--- config.mk ---
export PLATFORM = sky130hd
export DESIGN_NAME = ifm_col_feeder
export DESIGN_NICKNAME = d
export VERILOG_FILES = /design/src/rtl/ifm_col_feeder.sv
export SDC_FILE = /design/constraint.sdc
export NUM_CORES = 1
export LEC_CHECK = 0
export BUFFER_PORTS_ARGS = -buffer_cell sky130_fd_sc_hd__clkbuf_2
export CAP_MARGIN = 30
export CORE_AREA = 2 2 96 98
export DETAILED_ROUTE_END_ITERATION = 16
export DIE_AREA = 0 0 98 100
export PLACE_DENSITY = 0.81
export SETUP_SLACK_MARGIN = 0.4
export SYNTH_ARGS = -nofsm -noshare
export SYNTH_HDL_FRONTEND = slang
export SYNTH_SLANG_ARGS = --single-unit
--- constraint.sdc ---
create_clock -name clk -period 5.45 [get_ports clk]
set_input_delay 1.09 -clock clk [delete_from_list [all_inputs] [get_ports clk]]
set_output_delay 1.09 -clock clk [all_outputs]
set_load 0.02 [all_outputs]
--- src/rtl/ifm_col_feeder.sv ---
// Column feeder for three 3-tap IFM shift registers forming a 3x3 window.
// Optional 1-pixel zero border ("same" convolution) via `define IFM_ZERO_PAD_EN.
module ifm_col_feeder #(
  parameter int IFM_W     = 8,
  parameter int IFM_H     = 8,
  parameter int ADDR_W    = 12,
  parameter int BASE_ADDR = 0
) (
  input  logic              clk,
  input  logic              rst,
  input  logic              start,
  input  logic              en,
  output logic              busy,
  output logic              done,
  output logic              sram_rd_en,
  output logic [ADDR_W-1:0] sram_addr,
  input  logic [7:0]        sram_rd_data,
  output logic [7:0]        ifm_in0,
  output logic [7:0]        ifm_in1,
  output logic [7:0]        ifm_in2,
  output logic              ifm_read,
  output logic              win_valid,
  output logic [7:0]        win_row,
  output logic [7:0]        win_col
);

`ifdef IFM_ZERO_PAD_EN
  localparam int STRIPES = IFM_H;
  localparam int COLS    = IFM_W + 2;
`else
  localparam int STRIPES = IFM_H - 2;
  localparam int COLS    = IFM_W;
`endif

  localparam logic [2:0] S_IDLE = 3'd0;
  localparam logic [2:0] S_RD   = 3'd1;
  localparam logic [2:0] S_WT   = 3'd2;
  localparam logic [2:0] S_PUSH = 3'd3;
  localparam logic [2:0] S_DONE = 3'd4;

  logic [2:0]        state_reg;
  logic [15:0]       row_reg;
  logic [15:0]       col_reg;
  logic [1:0]        k_reg;
  logic [7:0]        ifm0_reg;
  logic [7:0]        ifm1_reg;
  logic [7:0]        ifm2_reg;
  logic              win_valid_reg;
  logic [7:0]        win_row_reg;
  logic [7:0]        win_col_reg;

  logic [31:0]       pix_row;
  logic [31:0]       pix_col;
  logic              pix_in_plane;
  logic [ADDR_W-1:0] addr_calc;
  logic [7:0]        cap_data;
  logic              last_col;
  logic              last_row;

`ifdef IFM_ZERO_PAD_EN
  // Remembers whether the previous RD cycle was a border pixel, so the
  // returned (stale) SRAM word is replaced by zero at capture time.
  logic              pad_d_reg;
`endif

  always_comb begin
    pix_row = 32'(row_reg) + 32'(k_reg);
    pix_col = 32'(col_reg);
`ifdef IFM_ZERO_PAD_EN
    pix_in_plane = (pix_row >= 32'd1) && (pix_row <= 32'(IFM_H)) &&
                   (pix_col >= 32'd1) && (pix_col <= 32'(IFM_W));
    addr_calc    = ADDR_W'(BASE_ADDR) + ADDR_W'((pix_row - 32'd1) * 32'(IFM_W))
                 + ADDR_W'(pix_col - 32'd1);
    cap_data     = pad_d_reg ? 8'd0 : sram_rd_data;
`else
    pix_in_plane = 1'b1;
    addr_calc    = ADDR_W'(BASE_ADDR) + ADDR_W'(pix_row * 32'(IFM_W)) + ADDR_W'(pix_col);
    cap_data     = sram_rd_data;
`endif
    last_col = (col_reg == 16'(COLS - 1));
    last_row = (row_reg == 16'(STRIPES - 1));
  end

  assign busy       = (state_reg == S_RD) || (state_reg == S_WT) || (state_reg == S_PUSH);
  assign done       = (state_reg == S_DONE);
  assign sram_rd_en = (state_reg == S_RD) && pix_in_plane;
  assign sram_addr  = sram_rd_en ? addr_calc : '0;
  assign ifm_read   = (state_reg == S_PUSH) && en;
  assign ifm_in0    = ifm0_reg;
  assign ifm_in1    = ifm1_reg;
  assign ifm_in2    = ifm2_reg;
  assign win_valid  = win_valid_reg;
  assign win_row    = win_row_reg;
  assign win_col    = win_col_reg;

  always_ff @(posedge clk) begin
    if (rst) begin
      state_reg     <= S_IDLE;
      row_reg       <= '0;
      col_reg       <= '0;
      k_reg         <= '0;
      ifm0_reg      <= '0;
      ifm1_reg      <= '0;
      ifm2_reg      <= '0;
      win_valid_reg <= 1'b0;
      win_row_reg   <= '0;
      win_col_reg   <= '0;
`ifdef IFM_ZERO_PAD_EN
      pad_d_reg     <= 1'b0;
`endif
    end else begin
      win_valid_reg <= 1'b0;
      case (state_reg)
        S_IDLE: begin
          if (start) begin
            state_reg <= S_RD;
            row_reg   <= '0;
            col_reg   <= '0;
            k_reg     <= '0;
          end
        end
        S_RD: begin
`ifdef IFM_ZERO_PAD_EN
          pad_d_reg <= !pix_in_plane;
`endif
          // Data lands one cycle after its read, so row k-1 is captured now.
          if (k_reg == 2'd1) ifm0_reg <= cap_data;
          if (k_reg == 2'd2) ifm1_reg <= cap_data;
          if (k_reg == 2'd2) begin
            k_reg     <= '0;
            state_reg <= S_WT;
          end else begin
            k_reg <= k_reg + 2'd1;
          end
        end
        S_WT: begin
          ifm2_reg  <= cap_data;
          state_reg <= S_PUSH;
        end
        S_PUSH: begin
          if (en) begin
            if (col_reg >= 16'd2) begin
              win_valid_reg <= 1'b1;
              win_row_reg   <= row_reg[7:0];
              win_col_reg   <= 8'(col_reg - 16'd2);
            end
            if (last_col) begin
              col_reg   <= '0;
              row_reg   <= row_reg + 16'd1;
              state_reg <= last_row ? S_DONE : S_RD;
            end else begin
              col_reg   <= col_reg + 16'd1;
              state_reg <= S_RD;
            end
          end
        end
        S_DONE: state_reg <= S_IDLE;
        default: state_reg <= S_IDLE;
      endcase
    end
  end

endmodule
==> results.json, run 1 <==
{
  "outcome": "finished clean",
  "cts-buffers-inserted": 9,
  "p_switching_mw": 0.300,
  "cp.required_ps": 4360,
  "synthesis.nets": 542,
  "rsz0062_at_grt": "no",
  "syn_area_sq_um": 4260,
  "dpl.hpwl_um": 7830,
  "core_sq_um": 8890,
  "p_total_mw": 1.12,
  "gp_routability_congestion": 0.841,
  "synth-warning-count": 0,
  "end_kind": "output pin",
  "drt_pass1_iterations": 5,
  "num_rows": 35,
  "synth_area_leaders": "dfxtp_1, mux2i_1, nand2_1",
  "p_per_area_nw_per_um2": 231,
  "cp_common_cell": "fa_1",
  "clk_pin_slew_ps": 90,
  "clockBufferDepth": 2,
  "final_layout_size_suffix_gt1_share_pct": 17.0,
  "grt_util_met3_pct": 4.32,
  "grt_pass1_wl_um": 18000,
  "dieArea_sq_um": 9800,
  "p_sw_share_pct": 26.8,
  "hp-class": "register to register",
  "routedWlPerCell_um": 16.3,
  "clock.fmax_mhz": 232,
  "track_usage_pct": 22.1,
  "worstSetupPathType": "register to output pin",
  "grt.overflow.total": 0,
  "io_pins": 69,
  "synth_top_area_share_pct": 36.6,
  "power_frac_seq_pct": 52.2,
  "drcViolationCount": 0,
  "met1_usage_pct": 30.5,
  "synth.largest_area_cell": "dfxtp_1",
  "post-route-cell-area_sq_um": 4830,
  "max-slew-margin-rel_pct": 29.4,
  "grt_util_met2_pct": 35.2,
  "setup_tns_ps": 0,
  "num_vias": 4005,
  "start_util_pct": 48.0,
  "synth_cell_types": 53,
  "antenna_found_initial": 0,
  "slowest_stage": "dfxtp_1",
  "power_frac_clock_pct": 41.4,
  "path_max_fanout": 13,
  "drtAntennaViolNets": 0,
  "crit_buf_inv": 1,
  "worst_hold_slack_ps": 464,
  "ys_ff_latch": 78,
  "min_period_ps": 4310,
  "slew_viol_final": 0,
  "synthFlopType": "dfxtp_1",
  "critPathLaunchType": "register",
  "synth_commonest_cells": "dfxtp_1, nand2_1, nor2_1",
  "busiest_layer": "met2",
  "num_antenna_cells": 0,
  "finalCritPeriodShare_pct": 79.1,
  "synthCells": 512,
  "cts_tree": "yes",
  "place_ws_ps": 1530,
  "drt_wl_total_um": 11000,
  "die_h_um": 100,
  "cts.hold.buffers_added": 0,
  "htree_levels": 3,
  "setup_violations": 0,
  "combPwrFrac_pct": 6.4,
  "grt_max_degree": 50,
  "vias_per_cell": 5.93,
  "clk_latency_ps": 360,
  "r2r-start": "col_reg[1]$_SDFFE_PP0P_",
  "critPathTopFamily": "adder cells",
  "area_growth_pct": 13.4,
  "placed_area_sq_um": 4620,
  "io_buffers": 68,
  "die_x_um": 98,
  "slowest_delay_ps": 580,
  "cts_setup_buffers": 0,
  "cts_resized": 0,
  "grt_pass1_vias": 3735,
  "synth-async-reset-ratio_pct": 0,
  "p_leak_nw": 1.89,
  "fin_nets": 589,
  "max_cap_violations": 0,
  "synth.most_common_cell": "dfxtp_1",
  "worst_pin_slew_ps": 1050,
  "p_int_mw": 0.818,
  "drt_iter0_markers": 369,
  "worstPathArrival_ps": 3220,
  "seq_area_frac_synth_pct": 36.6,
  "cts_root_buf": "clkbuf_8",
  "path_cells": "ha_1 > fa_1 > fa_1 > a211oi_1 > o21ai_0 > nand4_1 > nor3b_1 > clkbuf_2",
  "worstSetupStartpoint": "k_reg[0]$_SDFFE_PP0P_",
  "cts_sinks": 78,
  "ir_worst_vdd_v": 0.000196,
  "synth.avg_cell_area_sq_um": 8.33,
  "hp-start": "ifm_in0[2]$_SDFFE_PP0P_",
  "worst_slack_ps": 1140,
  "synth_edf_count": 0,
  "hold_viol": 0,
  "fin_skew_ps": 13.6
}
[worst register-to-register path: stages, from the launching register on]
cell      delay [ps]
dfxtp_1          510
ha_1             250
nor4bb_1         400
nand3_1          750
o21ai_1         1140
a21oi_1          110
[stage by stage]
| step | instances | utilization (%) |
|---|---|---|
| finish | 675 | 54.4 |
| floorplan | 512 | - |
| CTS | 675 | 54.4 |
| global route | 675 | 54.4 |
| global placement | 659 | 52.0 |
| detailed placement | 659 | 52.0 |
[path summary, 6_finish.rpt]
check | end | slack (ps) | cells after the start
worst min-delay path | ifm_in0[2]$_SDFFE_PP0P_ | 460 | 2
worst min register to register | ifm_in0[2]$_SDFFE_PP0P_ | 460 | 2
worst max-delay path | sram_addr[11] | 1140 | 8
worst max register to register | col_reg[15]$_SDFFE_PP0P_ | 2130 | 5
[cell usage in the layout, fill, tap and decap left out, types with 4 or more instances in the layout]
| cell | n |
|---|---|
| dfxtp_1 | 78 |
| clkbuf_2 | 68 |
| nand2_1 | 60 |
| nor2_1 | 41 |
| a21oi_1 | 32 |
| nand3_1 | 27 |
| mux2i_1 | 25 |
| or3_1 | 20 |
| o21ai_0 | 18 |
| ha_1 | 16 |
| inv_1 | 14 |
| xor2_1 | 11 |
| nor4_1 | 10 |
| nor3_1 | 9 |
| nand4_1 | 9 |
| clkbuf_8 | 9 |
| xnor2_1 | 8 |
| a211oi_1 | 8 |
| o311ai_0 | 8 |
| o41ai_1 | 8 |
| and4_1 | 6 |
| o211ai_1 | 6 |
| and2_1 | 5 |
| or4_1 | 5 |
| nand2b_1 | 4 |
| o31ai_1 | 4 |
[layout make-up]
type / count / area (sq um)
Tap cell: 111 / 139
Fill cell: 809 / 4060
Sequential cell: 78 / 1560
Inverter: 15 / 56.3
Multi-Input combinational cell: 384 / 2500
Timing Repair Buffer: 71 / 363
Clock buffer: 9 / 124
Clock inverter: 7 / 88.8
[kinds of logic after synthesis]
logic type	synth area share (%)
compound gates	16.1
mux	6.13
simple gates	26.9
fa+ha+maj	5.64
xor+xnor	3.90
buf+inv	4.73
flops	36.6
[metal layers]
layer	up-vias	part of all wire, %
li1	1961	-
met1	1862	45
met2	172	47
met3	10	6.7
met4	0	1.1
met5	-	0
[power groups by stage]
stage / sequential, mW / combinational (mW) / clock, mW
CTS: 0.583 / 0.0708 / 0.469
finish: 0.583 / 0.0713 / 0.463
global placement: 0.596 / 0.0687 / 0
floorplan: 0.596 / 0.0477 / 0
detailed placement: 0.596 / 0.0706 / 0
global route: 0.585 / 0.0779 / 0.494
Power figures use the tool's default switching activity.
==> run 2, diff against run 1 <==
Clock period 5.45 ns to 4.2 ns, I/O delays scaled along.
==> run 2 against run 1 <==
  * Setup slack lost 600 ps
  * Hold slack lost 6.1 ps
  * Via count grew 1.5%
  * Sequential cell count is the same
  * Register-to-register slack lost 850 ps
  * First-iteration DRC count shrank 10%
  * Design area grew 1.9%
  * Largest cell class unchanged
  * Largest power group unchanged
  * Highest routed layer unchanged
==> results.json, run 2 (same netlist as run 1, synthesis figures left out) <==
{
  "outcome": "finished clean",
  "io_pins": 69,
  "drt_iter0_markers": 332,
  "power_frac_seq_pct": 52.3,
  "antenna_found_initial": 0,
  "p_switching_mw": 0.381,
  "worst_hold_slack_ps": 458,
  "stdcell_count": 681,
  "ir_worst_vdd_v": 0.000239,
  "cts_tree": "yes",
  "cts_sinks": 78,
  "hold_viol": 0,
  "io_buffers": 68,
  "p_sw_share_pct": 26.4,
  "min_period_ps": 3660,
  "setup_tns_ps": 0,
  "drt_wl_total_um": 11400,
  "holdPathEnd": "ifm_in1[5]$_SDFFE_PP0P_",
  "cp_common_cell": "fa_2",
  "cp.depth": 8,
  "worstSetupPathType": "register to output pin",
  "worst_slack_ps": 538,
  "slowest_delay_ps": 470,
  "slew_viol_final": 0,
  "min_path_cells": 2,
  "max-slew-margin-rel_pct": 33.5,
  "fin_skew_ps": 11.0,
  "cp.required_ps": 3360,
  "r2r_setup_slack_ps": 1280,
  "slowest_stage": "fa_2",
  "critPathTopFamily": "adder cells",
  "drt_pass1_iterations": 5,
  "hp-class": "register to register",
  "die_h_um": 100,
  "cts_root_buf": "clkbuf_8",
  "final_layout_size_suffix_gt1_share_pct": 20.7,
  "dpl.hpwl_um": 7920,
  "fin_nets": 595,
  "num_antenna_cells": 0,
  "mostFrequentLayoutCell": "dfxtp_1",
  "cts.hold.buffers_added": 0,
  "worst_r2r_path_depth": 5,
  "path_max_fanout": 7,
  "num_rows": 35,
  "area_growth_pct": 15.6,
  "clk_pin_slew_ps": 80,
  "dpl.cell_count": 661,
  "finalCritPeriodShare_pct": 87.2,
  "core_sq_um": 8890,
  "dieArea_sq_um": 9800,
  "cts-buffers-inserted": 9,
  "clockBufferDepth": 2,
  "grt_pass1_wl_um": 18500,
  "clock.fmax_mhz": 273,
  "hp-start": "ifm_in1[5]$_SDFFE_PP0P_",
  "setup_violations": 0,
  "r2r-start": "state_reg[1]$_SDFFE_PP0P_",
  "p_leak_nw": 1.93,
  "place_ws_ps": 524,
  "path_cells": "ha_2 > fa_2 > fa_2 > a211oi_4 > o21bai_1 > a21oi_1 > mux2i_1 > clkbuf_2",
  "grt.overflow.total": 0,
  "clk_latency_ps": 360,
  "p_int_mw": 1.06,
  "worst_pin_slew_ps": 995,
  "p_total_mw": 1.44,
  "r2r-end": "row_reg[8]$_SDFFE_PP0P_",
  "critPathLaunchType": "register",
  "max_cap_violations": 0,
  "rsz0062_at_grt": "no",
  "num_vias": 4067,
  "track_usage_pct": 22.9,
  "grt_pass1_vias": 3853,
  "gp_routability_congestion": 0.857,
  "routedWlPerCell_um": 16.7,
  "combPwrFrac_pct": 6.9,
  "fin_util_pct": 55.4,
  "drcViolationCount": 0,
  "post-route-cell-area_sq_um": 4930,
  "crit_buf_inv": 1,
  "vias_per_cell": 5.97,
  "placed_area_sq_um": 4630,
  "htree_levels": 3,
  "start_util_pct": 48.0,
  "power_frac_clock_pct": 40.8,
  "layout_common_cells": "dfxtp_1, clkbuf_2, nand2_1",
  "worstPathArrival_ps": 2820,
  "die_x_um": 98,
  "grt_max_degree": 50,
  "end_kind": "output pin",
  "drtAntennaViolNets": 0,
  "p_per_area_nw_per_um2": 293
}
run 2: worst register-to-register path: cells and delay by family (launching register included):
kind                   cells  cell delay [ps]
AO/OA/AOI/OAI              2              810
buffers and inverters      1              310
flip-flops                 1              580
AND/OR/NAND/NOR            2             1070
run 2: metal layers:
layer / global-route usage, % / wire (um)
met1: 29.2 / 4980
met2: 38.0 / 5500
met3: 5.78 / 686
met4: 8.01 / 200
met5: 0 / 0
run 2: final cells by class:
class                      instances  area (sq um)
inverter                          15          56.3
multi-input combinational        384          2540
tap                              111           139
clock inverter                     7          81.3
clock buffer                       9           124
fill                             799          3960
sequential                        78          1580
timing repair buffer              77           410
run 2: how the worst max path moves through the flow:
stage                             from             to  slack, ps
2_1_floorplan  row_reg[0]$_SDFFE_PP0P_  sram_addr[11]        780
4_1_cts        row_reg[1]$_SDFFE_PP0P_  sram_addr[10]        360
3_5_place_dp     k_reg[0]$_SDFFE_PP0P_  sram_addr[10]        520
5_1_grt        row_reg[0]$_SDFFE_PP0P_  sram_addr[10]        400
6_report       row_reg[0]$_SDFFE_PP0P_   sram_addr[9]        540
3_3_place_gp     k_reg[0]$_SDFFE_PP0P_   sram_addr[9]        640
run 2: what timing repair did:
| action | CTS | global route |
|---|---|---|
| endpoints found under the setup margin | 4 | 4 |
| buffers inserted | 2 | 2 |
| gates resized for setup | 8 | 15 |
| pin swaps | 1 | 5 |
run 2: power by group through the flow:
stage	Sequential (mW)	Clock, mW	Combinational [mW]
floorplan	0.774	0	0.0619
global placement	0.773	0	0.0910
detailed placement	0.774	0	0.0924
CTS	0.757	0.592	0.0934
finish	0.755	0.589	0.0995
global route	0.756	0.623	0.108
==> run 3, diff against run 2 <==
--- a/config.mk
+++ b/config.mk
@@ -11,5 +11,5 @@
 export DETAILED_ROUTE_END_ITERATION = 16
 export DIE_AREA = 0 0 98 100
-export PLACE_DENSITY = 0.81
+export PLACE_DENSITY = 0.84
 export SETUP_SLACK_MARGIN = 0.4
 export SYNTH_ARGS = -nofsm -noshare
==> constraint.sdc (replaced) <==
create_clock -name clk -period 3.21 [get_ports clk]
set_input_delay 0.321 -clock clk [delete_from_list [all_inputs] [get_ports clk]]
set_output_delay 0.321 -clock clk [all_outputs]
set_load 0.02 [all_outputs]
==> run 3 against run 2 <==
  * Power up 34%
  * Sequential cell count unchanged
  * Die area is the same
  * Clock skew is 2.5 ps higher
  * Non-clock buffer count increased by 5
  * Clock-buffer cell count increased by 2
  * Design area increased by 2.8%
  * Via count is 3.2% higher
  * Sequential share of layout area fell by 0.85 points
  * Critical path depth rose by 2
  * Global-route usage is 0.25 points lower
  * Core utilization grew 1.6 points
==> results.json, run 3 (same netlist as run 1, synthesis figures left out) <==
{
  "worst_pin_slew_ps": 722,
  "critPathTopFamily": "adder cells",
  "worst_slack_ps": 124,
  "slew_viol_final": 0,
  "drt_pass1_iterations": 5,
  "io_pins": 69,
  "placed_area_sq_um": 4680,
  "die_h_um": 100,
  "vias_per_cell": 6.12,
  "dpl.hpwl_um": 7970,
  "drtAntennaViolNets": 0,
  "worstPathArrival_ps": 2760,
  "clockBufferDepth": 2,
  "gp_routability_congestion": 0.885,
  "grt_pass1_vias": 3808,
  "mostFrequentLayoutCell": "dfxtp_1",
  "setup_violations": 0,
  "ir_worst_vdd_v": 0.000223,
  "path_max_fanout": 4,
  "outcome": "finished clean",
  "dieArea_sq_um": 9800,
  "fin_skew_ps": 13.5,
  "holdPathEnd": "ifm_in1[6]$_SDFFE_PP0P_",
  "multi_input_area_sq_um": 2610,
  "end_kind": "output pin",
  "htree_levels": 3,
  "slowest_delay_ps": 390,
  "num_antenna_cells": 0,
  "drt_iter0_markers": 368,
  "critPathLaunchType": "register",
  "hold_viol": 0,
  "core_sq_um": 8890,
  "p_per_area_nw_per_um2": 383,
  "grt.overflow.total": 0,
  "max-slew-margin-rel_pct": 51.8,
  "worstSetupPathType": "register to output pin",
  "path_cells": "ha_4 > fa_2 > xor2_1 > ha_2 > buf_6 > a211oi_4 > o21bai_1 > a21oi_2 > mux2i_2 > buf_4",
  "cts-buffers-inserted": 9,
  "cts_sinks": 78,
  "antenna_found_initial": 0,
  "fill_cells": 769,
  "clock.fmax_mhz": 324,
  "clk_pin_slew_ps": 90,
  "dpl.cell_count": 664,
  "min_path_cells": 3,
  "max_cap_violations": 0,
  "rsz0062_at_grt": "yes",
  "drcViolationCount": 0,
  "clk_latency_ps": 350,
  "fin_nets": 600,
  "num_vias": 4198,
  "area_growth_pct": 18.8,
  "die_x_um": 98,
  "cp.required_ps": 2890,
  "final-seq-area_sq_um": 1580,
  "place_ws_ps": 186,
  "r2r_setup_slack_ps": 780,
  "io_buffers": 68,
  "grt_max_degree": 36,
  "r2r-start": "col_reg[3]$_SDFFE_PP0P_",
  "stdcell_count": 686,
  "layout_common_cells": "dfxtp_1, clkbuf_2, nand2_1",
  "num_rows": 35,
  "min_period_ps": 3090,
  "finalCritPeriodShare_pct": 96.1,
  "cts_root_buf": "clkbuf_8",
  "track_usage_pct": 22.7,
  "post-route-cell-area_sq_um": 5060,
  "hp-class": "input pin to register",
  "final_layout_size_suffix_gt1_share_pct": 23.5,
  "slowest_stage": "fa_2",
  "setup_tns_ps": 0,
  "p_leak_nw": 1.97,
  "crit_buf_inv": 2,
  "cts_tree": "yes",
  "r2r-end": "row_reg[15]$_SDFFE_PP0P_",
  "hp-start": "sram_rd_data[6]",
  "worst_r2r_path_depth": 4,
  "start_util_pct": 48.0,
  "routedWlPerCell_um": 16.8,
  "drt_wl_total_um": 11500,
  "grt_pass1_wl_um": 18400
}
run 3: cell types whose count changed in the layout (fill, tap and decap cells not counted), sizes merged:
cell,change
buf,+6
bufinv,+1
clkbuf,+1
clkinv,-2
clkinvlp,+2
inv,-3
run 3: through the flow:
| step | total power [mW] | utilization (%) | hold slack, ps |
|---|---|---|---|
| 6_report | 1.94 | 57.0 | 233 |
| 4_1_cts | 1.94 | 56.4 | 226 |
| 3_3_place_gp | 1.13 | 52.6 | 444 |
| 2_1_floorplan | 1.09 | - | 452 |
| 5_1_grt | 1.99 | 57.0 | 256 |
| 3_5_place_dp | 1.14 | 52.6 | 446 |
run 3: layer usage:
| metal | vias up | share of wire, % | GRT usage (%) | wire (um) |
|---|---|---|---|---|
| li1 | 1986 | - | - | - |
| met1 | 2021 | 44 | 30.8 | 5040 |
| met2 | 161 | 48 | 36.1 | 5530 |
| met3 | 30 | 5.6 | 3.20 | 641 |
| met4 | 0 | 2.8 | 10.0 | 318 |
| met5 | - | 0 | 0 | 0 |
run 3: timing repair:
| item | 4_1_cts | 5_1_grt |
|---|---|---|
| resized for setup | 27 | 11 |
| hold buffers | 0 | 0 |
| setup endpoints to repair | 6 | 7 |
| pin swaps | 12 | 3 |
| gates cloned | 0 | 0 |
| buffers inserted | 6 | 0 |
run 3: layout make-up:
cell class | instances | area share, %
Multi-Input combinational cell | 384 | 51.5
Sequential cell | 78 | 31.1
Timing Repair Buffer | 82 | 9.02
Clock buffer | 11 | 2.79
Tap cell | 111 | 2.74
Clock inverter | 5 | 1.61
Inverter | 15 | 1.19
run 3: worst max path at each step:
| stage | start | endpoint | slack (ps) | cells after the start |
|---|---|---|---|---|
| final | row_reg[0]$_SDFFE_PP0P_ | sram_addr[9] | 120 | 10 |
| after global routing | row_reg[0]$_SDFFE_PP0P_ | sram_addr[11] | 80 | 10 |
| after CTS | row_reg[0]$_SDFFE_PP0P_ | sram_addr[10] | 140 | 9 |
| after detailed placement | row_reg[0]$_SDFFE_PP0P_ | sram_addr[9] | 190 | 8 |
| after global placement | row_reg[0]$_SDFFE_PP0P_ | sram_addr[9] | 310 | 8 |
| after floorplan | row_reg[0]$_SDFFE_PP0P_ | sram_addr[10] | 430 | 8 |
run 3: power breakdown:
group / total (mW) / switching, mW / internal (mW)
Combinational: 0.133 / 0.0915 / 0.0417
Sequential: 0.986 / 0.0113 / 0.975
Clock: 0.819 / 0.358 / 0.461
run 3: worst register-to-register path, cell delays in order, from the launching register on:
cell and delay (ps):
dfxtp_1 480, nor4_2 580, nand4_1 540, o311ai_0 560, o41ai_1 140
